### src/rtl/fetch_ctrl.sv
// Instruction fetch controller: sequences word addresses into instruction
// memory and presents one instruction at a time over a valid/ready handshake.
module fetch_ctrl #(
  parameter int unsigned DEPTH   = 101,
  parameter logic [5:0]  HALT_OP = 6'b111111
) (
  input  logic        clk,
  input  logic        rst_n,
  input  logic        start,
  output logic [31:0] imem_addr,
  input  logic [31:0] imem_data,
  output logic [31:0] inst,
  output logic [31:0] inst_pc,
  output logic        inst_valid,
  input  logic        inst_ready,
  input  logic        redirect,
  input  logic [31:0] redirect_addr,
  output logic        halted,
  output logic        overrun
);

  typedef enum logic [1:0] {
    S_IDLE,
    S_INIT,
    S_FETCH,
    S_HALTED
  } state_t;

  state_t      r_state;
  state_t      w_next;
  logic [31:0] r_pc;
  logic [31:0] r_inst;
  logic [31:0] r_inst_pc;
  logic        r_valid;
  logic        r_halted;
  logic        r_overrun;

  logic w_fetch;
  logic w_stall;
  logic w_past_end;
  logic w_cap;
  logic w_ovr_hit;
  logic w_halt_op;

  always_comb begin
    w_fetch    = (r_state == S_FETCH);
    w_stall    = r_valid && !inst_ready;
    w_past_end = (r_pc >= 32'(DEPTH));
    w_halt_op  = (imem_data[31:26] == HALT_OP);
    w_cap      = w_fetch && !redirect && !w_stall
                 && !w_past_end;
    w_ovr_hit  = w_fetch && !redirect && !w_stall
                 && w_past_end;
  end

  always_ff @(posedge clk or negedge rst_n) begin
    if (!rst_n) r_state <= S_IDLE;
    else        r_state <= w_next;
  end

  always_comb begin
    w_next = r_state;
    unique case (r_state)
      S_IDLE:   if (start) w_next = S_INIT;
      S_INIT:   w_next = S_FETCH;
      S_FETCH:  begin
        if (w_ovr_hit || (w_cap && w_halt_op))
          w_next = S_HALTED;
      end
      S_HALTED: if (start) w_next = S_INIT;
      default:  w_next = S_IDLE;
    endcase
  end

  always_ff @(posedge clk or negedge rst_n) begin
    if (!rst_n) begin
      r_pc      <= '0;
      r_inst    <= '0;
      r_inst_pc <= '0;
      r_valid   <= 1'b0;
      r_halted  <= 1'b0;
      r_overrun <= 1'b0;
    end else begin
      unique case (r_state)
        S_INIT: begin
          r_pc    <= '0;
          r_valid <= 1'b0;
        end
        S_FETCH: begin
          // redirect flushes whatever is held, even mid-stall
          if (redirect) begin
            r_pc    <= redirect_addr;
            r_valid <= 1'b0;
          end else if (w_cap) begin
            r_inst    <= imem_data;
            r_inst_pc <= r_pc;
            r_valid   <= 1'b1;
            r_pc      <= r_pc + 32'd1;
            if (w_halt_op) r_halted <= 1'b1;
          end else if (w_ovr_hit) begin
            r_valid   <= 1'b0;
            r_halted  <= 1'b1;
            r_overrun <= 1'b1;
          end
        end
        S_HALTED: begin
          if (start) begin
            r_halted  <= 1'b0;
            r_overrun <= 1'b0;
            r_valid   <= 1'b0;
          end else if (r_valid && inst_ready) begin
            r_valid <= 1'b0;
          end
        end
        default: ;
      endcase
    end
  end

  assign imem_addr  = (r_state == S_FETCH || r_state == S_HALTED)
                      ? r_pc : 32'd0;
  assign inst       = r_inst;
  assign inst_pc    = r_inst_pc;
  assign inst_valid = r_valid;
  assign halted     = r_halted;
  assign overrun    = r_overrun;

endmodule

### config.mk
export PLATFORM = sky130hd
export DESIGN_NAME = fetch_ctrl
export DESIGN_NICKNAME = d
export VERILOG_FILES = /design/src/rtl/fetch_ctrl.sv
export SDC_FILE = /design/constraint.sdc
export NUM_CORES = 1
export LEC_CHECK = 0
export CELL_PAD_IN_SITES_DETAIL_PLACEMENT = 0
export CELL_PAD_IN_SITES_GLOBAL_PLACEMENT = 1
export CORE_MARGIN = 3
export CORE_UTILIZATION = 34
export CTS_CLUSTER_DIAMETER = 150
export CTS_CLUSTER_SIZE = 40
export DETAILED_ROUTE_END_ITERATION = 16
export GPL_TIMING_DRIVEN = 0
export PLACE_DENSITY = 0.87
export SETUP_SLACK_MARGIN = 0.15
export SYNTH_ARGS = -nofsm -noshare
export SYNTH_HDL_FRONTEND = slang
export SYNTH_SLANG_ARGS = --single-unit
### constraint.sdc
create_clock -name clk -period 3.3 [get_ports clk]
set_clock_uncertainty 0.1 [all_clocks]
set_input_delay 0.33 -clock clk [delete_from_list [all_inputs] [get_ports clk]]
set_output_delay 0.33 -clock clk [all_outputs]
set_load 0.02 [all_outputs]
==> Word-level counts from Yosys, hierarchy flattened <==
Cells that the tools add are included.
{ "op_classes": {"n_addsub": 1, "magnitude_cmp": 1, "eq_ne": 15, "muxes": 22, "bitwise": 1, "n_reduce_logical": 24} }
{ "ops": {"columns": ["cell", "n"], "rows": [
  ["$mux 32", 3],
  ["$pmux 32 s2", 1],
  ["$add 32x1->32 const B", 1],
  ["$ge 32x7->1 const B", 1],
  ["$mux 1", 12],
  ["$reduce_and 5->1", 2],
  ["$logic_and 1x1->1", 7],
  ["$eq 6x6->1 const B", 1],
  ["$ne 2x1->1 const B", 3],
  ["$ne 2x2->1 const B", 3],
  ["$ne 3x2->1 const B", 2],
  ["$pmux 2 s3", 1],
  ["$reduce_and 3->1", 2],
  ["$eq 2x2->1 const B", 2],
  ["$logic_not 1->1", 4],
  ["$mux 2", 2],
  ["$ne 4x2->1 const B", 1],
  ["$pmux 1 s2", 2],
  ["$reduce_and 2->1", 2],
  ["$reduce_bool 2->1", 2],
  ["$ne 3x1->1 const B", 1],
  ["$ne 3x3->1 const B", 1],
  ["$pmux 1 s3", 1],
  ["$reduce_bool 3->1", 1],
  ["other kinds (5)", 6]
]} }
{ "totals": {"regBits": 101, "inputBits": 69, "output_inout_bits": 99, "word_cells": 71} }

==> Depth between registers and ports, before layout <==
Gate-level depths: netlist of the first run.
{ "logic_depth": {"ltp_word": 9, "mapped_depth": 10} }

==> Worst setup path after synthesis of the first run <==
OpenSTA, ideal clock, no wires.
{ "synth_path": {"kind": "flip-flop to flip-flop", "start": "register r_state[1]", "end": "register r_pc[11]", "arrival_time_ns": 2.104, "required_ns": 3.067, "slack_ns": 0.963, "path_stages_with_launch": 9, "period_less_slack_ns": 2.337, "path_cell_list": "dfrtp_1 > clkinv_1 > ha_1 > clkbuf_1 > nor3b_2 > o2111ai_2 > clkbuf_1 > nand3_1 > o21ai_0"} }
{ "synth_via": {"elab_chain_len": 6, "elab_cells_between_ends": 9, "cone_classes": "eq/ne: 3; mux: 1; reduce/logical: 5"} }
{ "synth_rtl": {"columns": ["item", "line", "source"], "rows": [
  ["start, declared", "29", "state_t r_state;"],
  ["start signal, assigned", "58", "else r_state <= w_next;"],
  ["$eq 2x2->1", "46, 84", null],
  ["$logic_and 1x1->1 (2 in a row)", "50", "w_cap = w_fetch && !redirect && !w_stall"],
  ["$logic_and 1x1->1", "51", "&& !w_past_end;"],
  ["$ne 3x2->1 (no line)", null, null],
  ["$reduce_and 2->1 (no line)", null, null],
  ["end signal, assigned", "92", "r_pc <= redirect_addr;"],
  ["end signal, assigned", "98", "r_pc <= r_pc + 32'd1;"],
  ["end, declared", "31", "logic [31:0] r_pc;"]
]} }
Several ways; a longest one is shown, not always the timed one.
A chain may end at the register's enable or synchronous reset.

==> Worst setup path after layout of the first run <==
{ "layout_path": {"start": "register r_state[1]", "end": "register r_pc[26]"} }
The elaborated chain is that of the path after synthesis.

==> results of run 1 <==
-- layout by cell type (no fill, tap or decap), types with 15 or more instances in the layout --
cell               n
a21oi_1           18
and2_1            27
clkdlybuf4s50_1  166
dfrtp_1          101
mux2_2            35
nand2_1           41
nand3_1           22
nor2_1            15
nor2b_1           27
o21ai_0           23
-- report_power, final --
group	leakage, nW	internal (mW)	total [mW]	switching (mW)
logic	1.48	1.20	2.71	1.51
registers	1.34	1.59	1.86	0.269
clock network	0.156	0.707	1.15	0.447
total	2.98	3.49	5.72	2.22
-- flip-flops by register name, indices dropped and copies added, names as in the netlist --
register and count:
inst_pc 32, inst_valid 1, r_pc 32, r_state 2, halted 1, overrun 1
inst 32
-- through the flow --
step	util [%]	hold WS [ns]	power [mW]	instance area [um2]
2_1_floorplan	-	-0.06559	3.382	4717
3_3_place_gp	49.32	0.3725	4.498	6609
3_5_place_dp	49.51	0.3349	4.570	6634
4_1_cts	52.04	0.3951	5.749	6973
5_1_grt	52.05	0.4117	6.086	6975
6_report	52.05	0.3905	5.716	6975
-- layer usage --
metal	wire length, um	track usage [%]	share of wire (%)
met5	13	0	0.094
met3	1366	6.812	9.9
met1	5525	23.07	40
met2	6781	30.18	49
met4	166	5.190	1.2
-- how the worst min path moves through the flow --
stage / end / slack [ns] / cells after the start
final: inst[23] / 0.39 / 1
after global routing: inst[23] / 0.41 / 1
after CTS: inst[22] / 0.40 / 1
after detailed placement: inst[10] / 0.33 / 1
after global placement: inst[22] / 0.37 / 1
after floorplan: halted / -0.07 / 0
-- critical path, delay by kind of cell (launching register included) --
kind                       cells  cell delay, ns
adders and majority gates      1            0.36
and+or+nand+nor                2            0.46
DFF                            1            0.58
AOI/OAI and AO/OA              2            0.40
buffers and inverters          3            0.86
-- area by class of cell --
| cell class | count | area (um2) | area share [%] |
|---|---|---|---|
| tap | 176 | 220.2 | 3.157 |
| clock buffer | 13 | 260.3 | 3.731 |
| buffer | 24 | 123.9 | 1.776 |
| sequential | 101 | 2527 | 36.23 |
| timing repair buffer | 169 | 1707 | 24.47 |
| multi-input combinational | 299 | 2016 | 28.90 |
| inverter | 14 | 53.80 | 0.7713 |
| clock inverter | 3 | 67.56 | 0.9686 |
-- logic make-up after synthesis --
kind of cell	after synthesis	synth area share, %
AND/OR/NAND/NOR	167	18.65
flip-flops	101	53.58
AO/OA/AOI/OAI	82	12.07
multiplexers	43	10.16
buffers and inverters	38	3.687
adder cells (fa/ha/maj)	7	1.857
-- repair_timing --
| action | CTS | global route |
|---|---|---|
| gates resized for setup | 1 | 4 |
| hold endpoints to repair | 52 | 0 |
| endpoints found under the setup margin | 18 | 20 |
| hold buffers | 1 | 0 |
==> impl_metrics.json, run 1 <==
{
  "layoutNonFillerInstCount": 799,
  "min_period_over_period_pct": 87.68,
  "worstSetupPathType": "flip-flop to flip-flop",
  "num_vias": 4079,
  "synth_area_mm2": 0.004717,
  "drive_above_1_share_pct": 11.40,
  "synth.top_cells.by_count": "dfrtp_1, nand2_1, mux2_2, and2_1, nor2b_1",
  "peakVddDrop_mv": 0.4916,
  "rsz0062_at_grt": "no",
  "grt_pass1_wl_um": 21820,
  "synth.area.top_cells": "dfrtp_1, mux2_2, and2_1",
  "fp.dieW_um": 123.8,
  "cts_buffers": 9,
  "grt_util_all_layers_pct": 18.50,
  "maxCapViolations": 0,
  "layout_setup_ws_ns": 0.4066,
  "leakagePower_nw": 2.975,
  "finalSetupViolations": 0,
  "crit_chain": "clkinv_2, ha_1, clkbuf_2, nor3b_2, o2111ai_2, clkbuf_1, nand3_1, o21ai_0",
  "fmax_mhz": 345.6,
  "layout-area-overhead-vs-synth_pct": 47.88,
  "postRouteAntennaNets": 0,
  "hold_start": "inst[23]",
  "insertedDiodeCount": 0,
  "post-synth-top-count-cell": "dfrtp_1",
  "finalHoldViolations": 0,
  "placementRows": 42,
  "wl_um": 13850,
  "ios": 168,
  "end_kind": "flip-flop",
  "chipHeight_um": 123.8,
  "crit_arrival_ns": 3.02,
  "htreeDepth": 3,
  "critical_path.endpoint": "r_pc[26]",
  "drt_iter0_drc": 321,
  "postSynthAreaPerCell_um2": 10.77,
  "yosysWarningCount": 0,
  "tightest_slew_ns": 0.8166,
  "coreArea_mm2": 0.01340,
  "cts_root_buffer": "clkbuf_16",
  "reg2reg_depth": 8,
  "vias_per_cell": 5.105,
  "cts_setup_buffers": 0,
  "cts.sinks": 101,
  "hold_class": "flip-flop to flip-flop",
  "critPathLaunchType": "flip-flop",
  "clock_latency_ns": 0.35,
  "start_util_pct": 35.20,
  "route.detailed.drc": 0,
  "grt_max_degree": 54,
  "r2r_slack_ns": 0.41,
  "portBuffers": 167,
  "wire_per_inst_um": 17.34,
  "crit_slowest_cell": "dfrtp_1",
  "synth_cells": 438,
  "r2r_start": "r_state[1]",
  "startpoint": "r_state[1]",
  "yosysTopAreaCellShare_pct": 53.58,
  "setup_tns_ns": 0,
  "syn_nets": 514,
  "async_reset_ff_share_pct": 100.0,
  "ys.flop_type": "dfrtp_1",
  "first_global_vias": 4225,
  "cts.path.max_buffers": 2,
  "fin_nets": 694,
  "antenna_found_initial": 1,
  "cts_tree": "built",
  "die_area_mm2": 0.01532,
  "power_density_mw_per_mm2": 819.4,
  "dp_cells": 782,
  "worst-path-max-fanout": 11,
  "status": "completed",
  "drt_first_pass_iters": 5,
  "maxSlewHeadroom_pct": 45.14,
  "preCtsSetupSlack_ns": 0.03091,
  "synth_area_leader_cell": "dfrtp_1",
  "synth_edf_count": 0,
  "ys_ff_latch": 101,
  "seq_area_frac_synth_pct": 53.58,
  "place_hpwl_um": 10510,
  "timing.final.crit_period_ns": 2.893,
  "gp_congestion": 0.8247,
  "n_fill_cell": 1195,
  "required_ns": 3.42,
  "critPathMaxStageDelay_ns": 0.58,
  "grt_overflow_total": 0,
  "finalMaxSlewViolations": 0,
  "reg2reg_to": "r_pc[26]",
  "path_clk_slew_ns": 0.07,
  "synthDistinctLibCells": 51
}
No activity file was read; power rests on OpenSTA's default activity.
==> inputs of run 2 (changes only) <==
--- a/config.mk
+++ b/config.mk
@@ -15,6 +15,7 @@
 export GPL_TIMING_DRIVEN = 0
 export PLACE_DENSITY = 0.87
 export SETUP_SLACK_MARGIN = 0.15
+export SLEW_MARGIN = 10
 export SYNTH_ARGS = -nofsm -noshare
 export SYNTH_HDL_FRONTEND = slang
 export SYNTH_SLANG_ARGS = --single-unit
==> results of run 2 <==
No change in the layout: final DEF, timing and power equal those of run 1.
